<file path="src/rtl/imem_fetch_if.sv">
// Instruction stream handshake between imem_fetch and its consumer.
// The master drives valid/data/pc; the slave drives ready.
interface imem_fetch_if #(
    parameter int WIDTH = 16,
    parameter int PC_W  = 6
);
    logic             instr_valid;
    logic             instr_ready;
    logic [WIDTH-1:0] instr_data;
    logic [PC_W-1:0]  instr_pc;

    modport master (
        output instr_valid,
        output instr_data,
        output instr_pc,
        input  instr_ready
    );

    modport slave (
        input  instr_valid,
        input  instr_data,
        input  instr_pc,
        output instr_ready
    );
endinterface

</file>
<file path="src/rtl/imem_fetch.sv">
// Snapshots the flattened IMEM on start and streams it out in program order.
// Optional halt detection is enabled by defining IMEM_FETCH_HALT_DETECT_EN.
module imem_fetch #(
    parameter int               DEPTH     = 64,
    parameter int               WIDTH     = 16,
    parameter int               PC_W      = 6,
    parameter logic [WIDTH-1:0] HALT_WORD = 16'hF000
) (
    input  logic                   clk,
    input  logic                   rst_n,
    input  logic [DEPTH*WIDTH-1:0] imem_flat,
    input  logic                   start,
    input  logic [PC_W-1:0]        base_pc,
    input  logic [PC_W:0]          length,
    input  logic                   abort,
    imem_fetch_if.master           ifc,
    output logic                   busy,
    output logic                   done,
    output logic                   halted
);

    typedef enum logic [1:0] {
        IDLE,
        ISSUE,
        DONE
    } state_e;

    localparam logic [PC_W-1:0] LAST = PC_W'(DEPTH - 1);
    localparam logic [PC_W:0]   FULL = (PC_W+1)'(DEPTH);
    localparam logic [PC_W:0]   ONE  = (PC_W+1)'(1);

    state_e                 state_q, state_d;
    logic [DEPTH*WIDTH-1:0] snap_q, snap_d;
    logic [PC_W-1:0]        pc_q, pc_d;
    logic [PC_W:0]          rem_q, rem_d;
    logic [WIDTH-1:0]       data_q, data_d;
    logic                   valid_q, valid_d;
    logic                   halted_q, halted_d;
    logic                   hs;
    logic                   halt_hit;

    // Program address a lives in slot DEPTH-1-a (oldest shifted-in word).
    function automatic logic [WIDTH-1:0] word_at(
        input logic [DEPTH*WIDTH-1:0] img,
        input logic [PC_W-1:0]        a
    );
        logic [PC_W-1:0] s;
        s = LAST - a;
        return img[int'(s)*WIDTH +: WIDTH];
    endfunction

    assign hs = valid_q & ifc.instr_ready;

`ifdef IMEM_FETCH_HALT_DETECT_EN
    assign halt_hit = (data_q == HALT_WORD);
`else
    logic unused_halt_word;
    assign unused_halt_word = ^HALT_WORD;
    assign halt_hit         = 1'b0;
`endif

    always_comb begin
        state_d  = state_q;
        snap_d   = snap_q;
        pc_d     = pc_q;
        rem_d    = rem_q;
        data_d   = data_q;
        valid_d  = valid_q;
        halted_d = halted_q;
        unique case (state_q)
            IDLE: begin
                if (start) begin
                    snap_d   = imem_flat;
                    pc_d     = base_pc;
                    rem_d    = (length == '0) ? FULL : length;
                    data_d   = word_at(imem_flat, base_pc);
                    valid_d  = 1'b1;
                    halted_d = 1'b0;
                    state_d  = ISSUE;
                end
            end
            ISSUE: begin
                if (abort) begin
                    valid_d = 1'b0;
                    state_d = IDLE;
                end else if (hs) begin
                    if (rem_q == ONE || halt_hit) begin
                        valid_d  = 1'b0;
                        halted_d = halt_hit;
                        state_d  = DONE;
                    end else begin
                        pc_d   = pc_q + PC_W'(1);
                        data_d = word_at(snap_q, pc_d);
                        rem_d  = rem_q - ONE;
                    end
                end
            end
            DONE: state_d = IDLE;
            default: state_d = IDLE;
        endcase
    end

    always_ff @(posedge clk or negedge rst_n) begin
        if (!rst_n) begin
            state_q  <= IDLE;
            snap_q   <= '0;
            pc_q     <= '0;
            rem_q    <= '0;
            data_q   <= '0;
            valid_q  <= 1'b0;
            halted_q <= 1'b0;
        end else begin
            state_q  <= state_d;
            snap_q   <= snap_d;
            pc_q     <= pc_d;
            rem_q    <= rem_d;
            data_q   <= data_d;
            valid_q  <= valid_d;
            halted_q <= halted_d;
        end
    end

    assign ifc.instr_valid = valid_q;
    assign ifc.instr_data  = data_q;
    assign ifc.instr_pc    = pc_q;
    assign busy            = (state_q == ISSUE);
    assign done            = (state_q == DONE);
    assign halted          = halted_q;

endmodule

</file>
<file path="src/flat_wrapper.sv">
// flat-port wrapper written by rule: the top's interface ports become plain ports
module imem_fetch_flat 
#(
    parameter int               DEPTH     = 64,
    parameter int               WIDTH     = 16,
    parameter int               PC_W      = 6,
    parameter logic [WIDTH-1:0] HALT_WORD = 16'hF000
)
  (clk, rst_n, imem_flat, start, base_pc, length, abort, busy, done, halted, ifc_instr_valid, ifc_instr_data, ifc_instr_pc, ifc_instr_ready);
  imem_fetch_if #(.WIDTH(WIDTH), .PC_W(PC_W)) ifc_i ();
  input  logic clk;
  input  logic rst_n;
  input  logic [DEPTH*WIDTH-1:0] imem_flat;
  input  logic start;
  input  logic [PC_W-1:0] base_pc;
  input  logic [PC_W:0] length;
  input  logic abort;
  output logic busy;
  output logic done;
  output logic halted;
  output wire logic [$bits(ifc_i.instr_valid)-1:0] ifc_instr_valid;
  output wire logic [$bits(ifc_i.instr_data)-1:0] ifc_instr_data;
  output wire logic [$bits(ifc_i.instr_pc)-1:0] ifc_instr_pc;
  input wire logic [$bits(ifc_i.instr_ready)-1:0] ifc_instr_ready;
  assign ifc_instr_valid = ifc_i.instr_valid;
  assign ifc_instr_data = ifc_i.instr_data;
  assign ifc_instr_pc = ifc_i.instr_pc;
  assign ifc_i.instr_ready = ifc_instr_ready;
  imem_fetch #(.DEPTH(DEPTH), .WIDTH(WIDTH), .PC_W(PC_W), .HALT_WORD(HALT_WORD)) u_core (.clk(clk), .rst_n(rst_n), .imem_flat(imem_flat), .start(start), .base_pc(base_pc), .length(length), .abort(abort), .ifc(ifc_i), .busy(busy), .done(done), .halted(halted));
endmodule
</file>
<file path="config.mk">
export PLATFORM = sky130hd
export DESIGN_NAME = imem_fetch_flat
export DESIGN_NICKNAME = d
export VERILOG_FILES = /design/src/rtl/imem_fetch_if.sv /design/src/rtl/imem_fetch.sv /design/src/flat_wrapper.sv
export SDC_FILE = /design/constraint.sdc
export NUM_CORES = 2
export LEC_CHECK = 0
export ABC_AREA = 1
export BUFFER_PORTS_ARGS = -buffer_cell sky130_fd_sc_hd__buf_4
export CORE_AREA = 2 2 413 415
export CTS_CLUSTER_SIZE = 10
export DETAILED_ROUTE_END_ITERATION = 10
export DIE_AREA = 0 0 415 417
export SYNTH_ARGS = -nofsm -noshare
export SYNTH_HDL_FRONTEND = slang
export SYNTH_SLANG_ARGS = --single-unit
</file>
<file path="constraint.sdc">
create_clock -name clk -period 2.55 [get_ports clk]
set_input_delay 0.51 -clock clk [delete_from_list [all_inputs] [get_ports clk]]
set_output_delay 0.51 -clock clk [all_outputs]
set_load 0.03 [all_outputs]
</file>
== Word-level counts from Yosys, hierarchy flattened ==
Index checks and enable logic that the tools add are counted.
Cells by class
  bitwise gates (word level): 1
  shifts and indexed selects: 2
  reduce and logical (&&, ||, !) cells: 8
  add/sub/neg operators: 4
  equal/unequal tests: 10
  mux-type cells: 29
Operators by type and width (number)
  1024-bit by 11-bit indexed part select with 16-bit output: 2
  16-bit two-way mux: 4
  7-bit two-way mux: 5
  16-bit case mux with 2 select lines: 1
  6-bit two-way mux: 4
  7-bit case mux with 2 select lines: 1
  6-bit case mux with 2 select lines: 1
  6-bit subtractor (first input constant): 2
  5-bit AND reduction: 2
  2-bit two-way mux: 4
  7-bit by 1-bit equality test with 1-bit output (second input constant): 1
  7-bit logical NOT: 1
  7-bit by 1-bit subtractor with 7-bit output (second input constant): 1
  6-bit by 1-bit adder with 6-bit output (second input constant): 1
  1-bit two-way mux: 6
  2-bit != test (second input constant): 3
  3-bit by 2-bit != test with 1-bit output (second input constant): 2
  2-bit by 1-bit != test with 1-bit output (second input constant): 2
  1-bit case mux with 2 select lines: 2
  2-bit case mux with 2 select lines: 1
  4-bit AND reduction: 1
  3-bit AND reduction: 1
  2-bit by 1-bit equality test with 1-bit output (second input constant): 1
  2-bit equality test (second input constant): 1
  other kinds (4): 4
Storage, ports and cells
  word-level logic and storage cells: 61
  bits in registers: 1057
  input port bits: 1042
  output and inout bits: 26

== Longest topological paths before layout ==
  depth after elaboration: 7
  gate-level depth with buffers: 16
  depth with buffers taken out: 13

== Worst setup path after synthesis ==
No wires, ideal clock.
  path kind: reg-to-reg
  start: reg u_core.pc_q[1], in the netlist u_core.ifc.instr_pc[1]
  end: reg u_core.data_q[0], in the netlist u_core.ifc.instr_data[0]
  setup slack: 417 ps
  stages on the path, launching flop included: 14
  data arrival time: 2016 ps
  path buffers: 3
  clock period less this slack: 2133 ps
  setup time: 117 ps
  required time: 2433 ps
  path through: dfrtp_1 ha_1 buf_4 buf_2 clkbuf_1 a21oi_1 o21ai_0 nand3_1 nand3_1 nand3_1 a21oi_1 nor2_1 nand2_1 nand2_1
Between the ends
  longest elaborated chain between the ends: 7
RTL lines
  from (decl): line imem_fetch.sv:34  | logic [PC_W-1:0] pc_q, pc_d;
  from (signal assigned): line imem_fetch.sv:115  | pc_q <= pc_d;
  6-bit by 1-bit adder with 6-bit output: line imem_fetch.sv:92  | pc_d = pc_q + PC_W'(1);
  6-bit subtractor: line imem_fetch.sv:48  | s = LAST - a;
  1024-bit by 11-bit indexed part select with 16-bit output: line imem_fetch.sv:49  | return img[int'(s)*WIDTH +: WIDTH];
  16-bit two-way mux: line imem_fetch.sv:87  | if (rem_q == ONE || halt_hit) begin
  16-bit two-way mux: line imem_fetch.sv:86  | end else if (hs) begin
  16-bit two-way mux: line imem_fetch.sv:83  | if (abort) begin
  16-bit case mux with 2 select lines: line imem_fetch.sv:70  | unique case (state_q)
  to (signal assigned): line imem_fetch.sv:117  | data_q <= data_d;
  to (decl): line imem_fetch.sv:36  | logic [WIDTH-1:0] data_q, data_d;
No other way between the ends. The select of a mux whose other input is x is not followed.
A chain may end at the register's enable or synchronous reset.

== Final worst setup path ==
  start: reg u_core.pc_q[0], in the netlist u_core.ifc.instr_pc[0]
  end: reg u_core.data_q[11], in the netlist u_core.ifc.instr_data[11]
Same word-level chain as after synthesis.

==> key figures <==
STA
  • Measured slew at the worst slew-check pin: between 800 and 900 ps
  • Setup repair after global routing missed its margin: yes
  • Worst slew margin: 46.2%
  • Final worst clock skew: 26.9 ps
  • Setup violators final: 2
  • Time the final worst path needs with I/O delays and setup: 2580 ps
  • Ratio of final minimum period to clock period: 101%
  • Hold Vio Cnt, Final: 0
  • Final WS setup: -34.9 ps
  • Achievable clock frequency: around 390 MHz
  • Slew Viols, Final: 0

Synth
  • Fraction of synthesized cell area in xor and xnor cells: less than 1%
  • Multiplexer fraction of the synthesized cell area: approximately 9.0%
  • Sequential element share of the synthesized area: 44.3%
  • Fraction of the mapped netlist area in compound gates: between 10% and 20%
  • Post-Syn Nets: about 8700
  • Adder-Cell Fraction of Synth Area: less than 1%
  • Count of different cell masters after synthesis: 31
  • Number of synthesis warnings: 0
  • Synth Register Bits: 1056
  • Cells after Synth: between 7000 and 8000
  • Area of the mapped netlist: 0.0596 sq mm
  • Area share of and/or/nand/nor cells after synthesis: 26.0%
  • Per-instance average area after synthesis: 7.74 sq um
  • Dominant combinational cell family by area after synthesis: simple AND/OR/NAND/NOR gates

Setup path
  • Register-to-register setup slack: -30 ps
  • Startpoint of the worst-slack reg-to-reg timing path: u_core.ifc.instr_pc[0]
  • Longest individual stage delay on the worst path: approximately 520 ps
  • Cell chain of the critical path: ha_4 > inv_6 > buf_16 > o21ai_0 > o211ai_1 > nand3_1 > nand3_1 > nand2_1 > a21oi_1 > nand2_1 > nand2_1
  • Worst Path Max Fanout: 20
  • Worst reg2reg path depth: 11
  • Endpoint of the lowest-slack register-to-register path: u_core.ifc.instr_data[11]
  • CP Class: reg2reg
  • CP Launch Type: flip-flop
  • Most Frequent Cell on Critical Path: sky130_fd_sc_hd__nand2_1
  • Crit path capture type: flip-flop
  • Slowest stage cell, crit path: sky130_fd_sc_hd__dfrtp_4
  • Required time of the worst setup path: ~3300 ps
  • Critical path capture point: u_core.ifc.instr_data[11]
  • Origin of the worst setup path: u_core.ifc.instr_pc[0]
  • Worst path arrival time: roughly 3300 ps

Global routing
  • Global route overflow: 0
  • Maximum number of pins on one net before global-route repair: around 120
  • Via count of the first global-routing pass: 63000
  • Antenna violations before repair: slightly below 50
  • Total track usage: approximately a third
  • Wire length of the first global-routing pass: roughly 430000 um

Run status
  • Result of the run: complete, but fails checks
  • Violations in the final reports: negative setup slack

Drt
  • Uppermost layer routed: met5
  • Wire length on met3: ~25000 um
  • Starting DRT DRC Count: approximately 7000
  • Count of unresolved DRC violations after routing: 0
  • Post-DR wirelength/cell: 26.1 um
  • Antenna viol nets, final: 0
  • 1st-pass router iterations: 6
  • Post-detailed-routing wire length: 302000 um
  • Avg Vias per Cell: ~5.6
  • DR vias: about 65000
  • Post-route met1 wirelength: about 120000 um
  • Met2 routed wirelength: about 130000 um

CTS
  • Buffer depth of the longest clock path: 3
  • Number of clock sinks seen by CTS: approximately 1100
  • Number of buffers added by the clock tree synthesis step: between 100 and 150
  • Clock network latency to the later pin of the worst-skew pair: between 700 and 800 ps
  • CTS clk-pin slew, worst paths: ~60 ps
  • Clock tree from TritonCTS: yes
  • Maximum level of the CTS H-tree: 4
  • Clock Root Buffer: sky130_fd_sc_hd__clkbuf_16

Floorplan
  • Core area: between 0.15 and 0.2 sq mm
  • Die footprint: around 0.17 sq mm
  • Overall die width: approximately 420 um
  • Y dimension of the die: ~420 um
  • FP Rows: between 150 and 200
  • Boundary pin count: between 1000 and 1500
  • Initial Utilization: a little over a third

Cells and area
  • Non-Filler Instances: roughly 12000
  • Final core utilization: 49.0%
  • Final net count: between 10000 and 15000
  • Number of inserted filler cells in the final layout: between 15000 and 20000
  • Total area of multi-input combinational cells: between 0.02 and 0.03 sq mm
  • Register cell area after layout: 0.0264 sq mm
  • Layout Area Growth over Synthesis: 38.6%
  • Ratio of cells with drive above 1 in the final layout: between 20 and 25%

Power and ir drop
  • Worst vdd rail ir drop: ~0.86 mV
  • P per Cell Area: 1180 mW/mm^2
  • Leak pwr: 39.2 nW

Placed design
  • Setup Slack @ Placement: -101 ps
  • RD Place Congestion: 0.998
  • Dpl hpwl: about 220000 um
  • Number of cells in the design after placement: ~11000
  • Port Buffer Count: roughly 1100

Flow run
  • Max-Cap Viols: 0

Min path
  • Min-Delay Path Class: in2reg
## Yosys cell counts, drive strengths merged
cell type,n,area [sq um]
a21boi,1,7.51
a21o,1,7.51
a21oi,731,3660
a31oi,6,37.5
buf,393,2000
clkbuf,230,863
conb,1,3.75
dfrtp,1056,26400
ha,3,37.5
inv,577,2170
mux2,476,5360
nand2,1783,6700
nand3,1326,6640
nand4,1,6.26
nor2,570,2140
nor3,2,10.0
nor4,1,6.26
o211ai,324,2430
o21ai,212,1060
or2,1,6.26
xnor2,2,17.5
xor2,5,51.3
## power by group
part           internal (mW)  switching [mW]  total (mW)
logic                   19.6            32.1        51.6
clock network           10.2            7.70        17.9
registers               24.6            3.30        27.9
## area by class of cell
cell class / count / area share (%)
diodes: 29 / 0.0878
clock buffers: 189 / 4.50
clock inverters: 18 / 0.347
inverters: 577 / 2.66
multi-input cells: 5446 / 34.4
flip-flops and latches: 1056 / 32.0
well taps: 2218 / 3.36
repair buffers: 2048 / 22.7
## metrics by stage
stage	area (sq um)	hold WS, ps	power, mW	setup TNS (ps)
finish	82600	22.8	97.5	-49.6
global route	82600	3.86	103	-685
CTS	82200	0.0803	95.7	-6.72
detailed placement	72100	442	76.6	-313
global placement	72100	431	75.7	-260
floorplan	59600	214	55.5	0
## worst min path at each step
stage                               from                       end  slack [ps]  cells past startpoint
final                     imem_flat[119]        u_core.snap_q[119]          20                      3
after global routing      imem_flat[100]        u_core.snap_q[100]           4                      2
after CTS                 imem_flat[996]        u_core.snap_q[996]        0.08                      3
after detailed placement           rst_n        u_core.snap_q[264]         440                      1
after global placement             rst_n        u_core.snap_q[280]         430                      1
after floorplan                    rst_n  u_core.ifc.instr_data[0]         210                      0
## registers in the layout, indices dropped and copies added (netlist names)
name and count:
u_core.ifc.instr_pc 6, u_core.state_q 2, u_core.ifc.instr_data 16, u_core.rem_q 7, u_core.snap_q 1024, u_core.ifc.instr_valid 1
## placed cells by master, fill, tap and decap left out, drive strengths merged, types with 2 or more instances in the layout
| cell | instances |
|---|---|
| buf | 1441 |
| o21ai | 212 |
| inv | 580 |
| mux2 | 476 |
| dfrtp | 1056 |
| diode | 29 |
| xor2 | 5 |
| clkbuf | 193 |
| nor2 | 570 |
| xnor2 | 2 |
| dlygate4sd3 | 603 |
| clkinv | 13 |
| a31oi | 6 |
| nand3 | 1326 |
| o211ai | 324 |
| ha | 3 |
| a21oi | 731 |
| nand2 | 1783 |
| nor3 | 2 |
## timing repair
item | CTS | global route
buffers inserted | 1 | 8
endpoints found under the hold margin | 614 | 1
resized for setup | 15 | 31
setup endpoints to repair | 9 | 17
hold buffers | 602 | 1
pin swaps | 1 | 1
gates cloned | 0 | 4
## worst max-delay path: cells and delay by family (launching register included)
kind | cells | cell delay, ps
and+or+nand+nor | 5 | 610
buffers and inverters | 2 | 560
AOI/OAI and AO/OA | 3 | 460
adders and majority gates | 1 | 320
DFF | 1 | 520
## per-layer routing
layer / track usage (%) / vias up
met5: 0 / -
met4: 23.2 / 20
met3: 6.38 / 903
met2: 51.0 / 3633
met1: 44.0 / 31300
li1: - / 28700
## kinds of logic (layout without fill, tap and decap cells)
family / Yosys count / after routing
AND/OR/NAND/NOR: 3684 / 3684
AO/OA/AOI/OAI: 1275 / 1275
buffers and inverters: 1200 / 2832
flip-flops: 1056 / 1056
multiplexers: 476 / 476
XOR/XNOR: 7 / 7
adder cells (fa/ha/maj): 3 / 3
other: 1 / 30
Power figures use the tool's default switching activity.
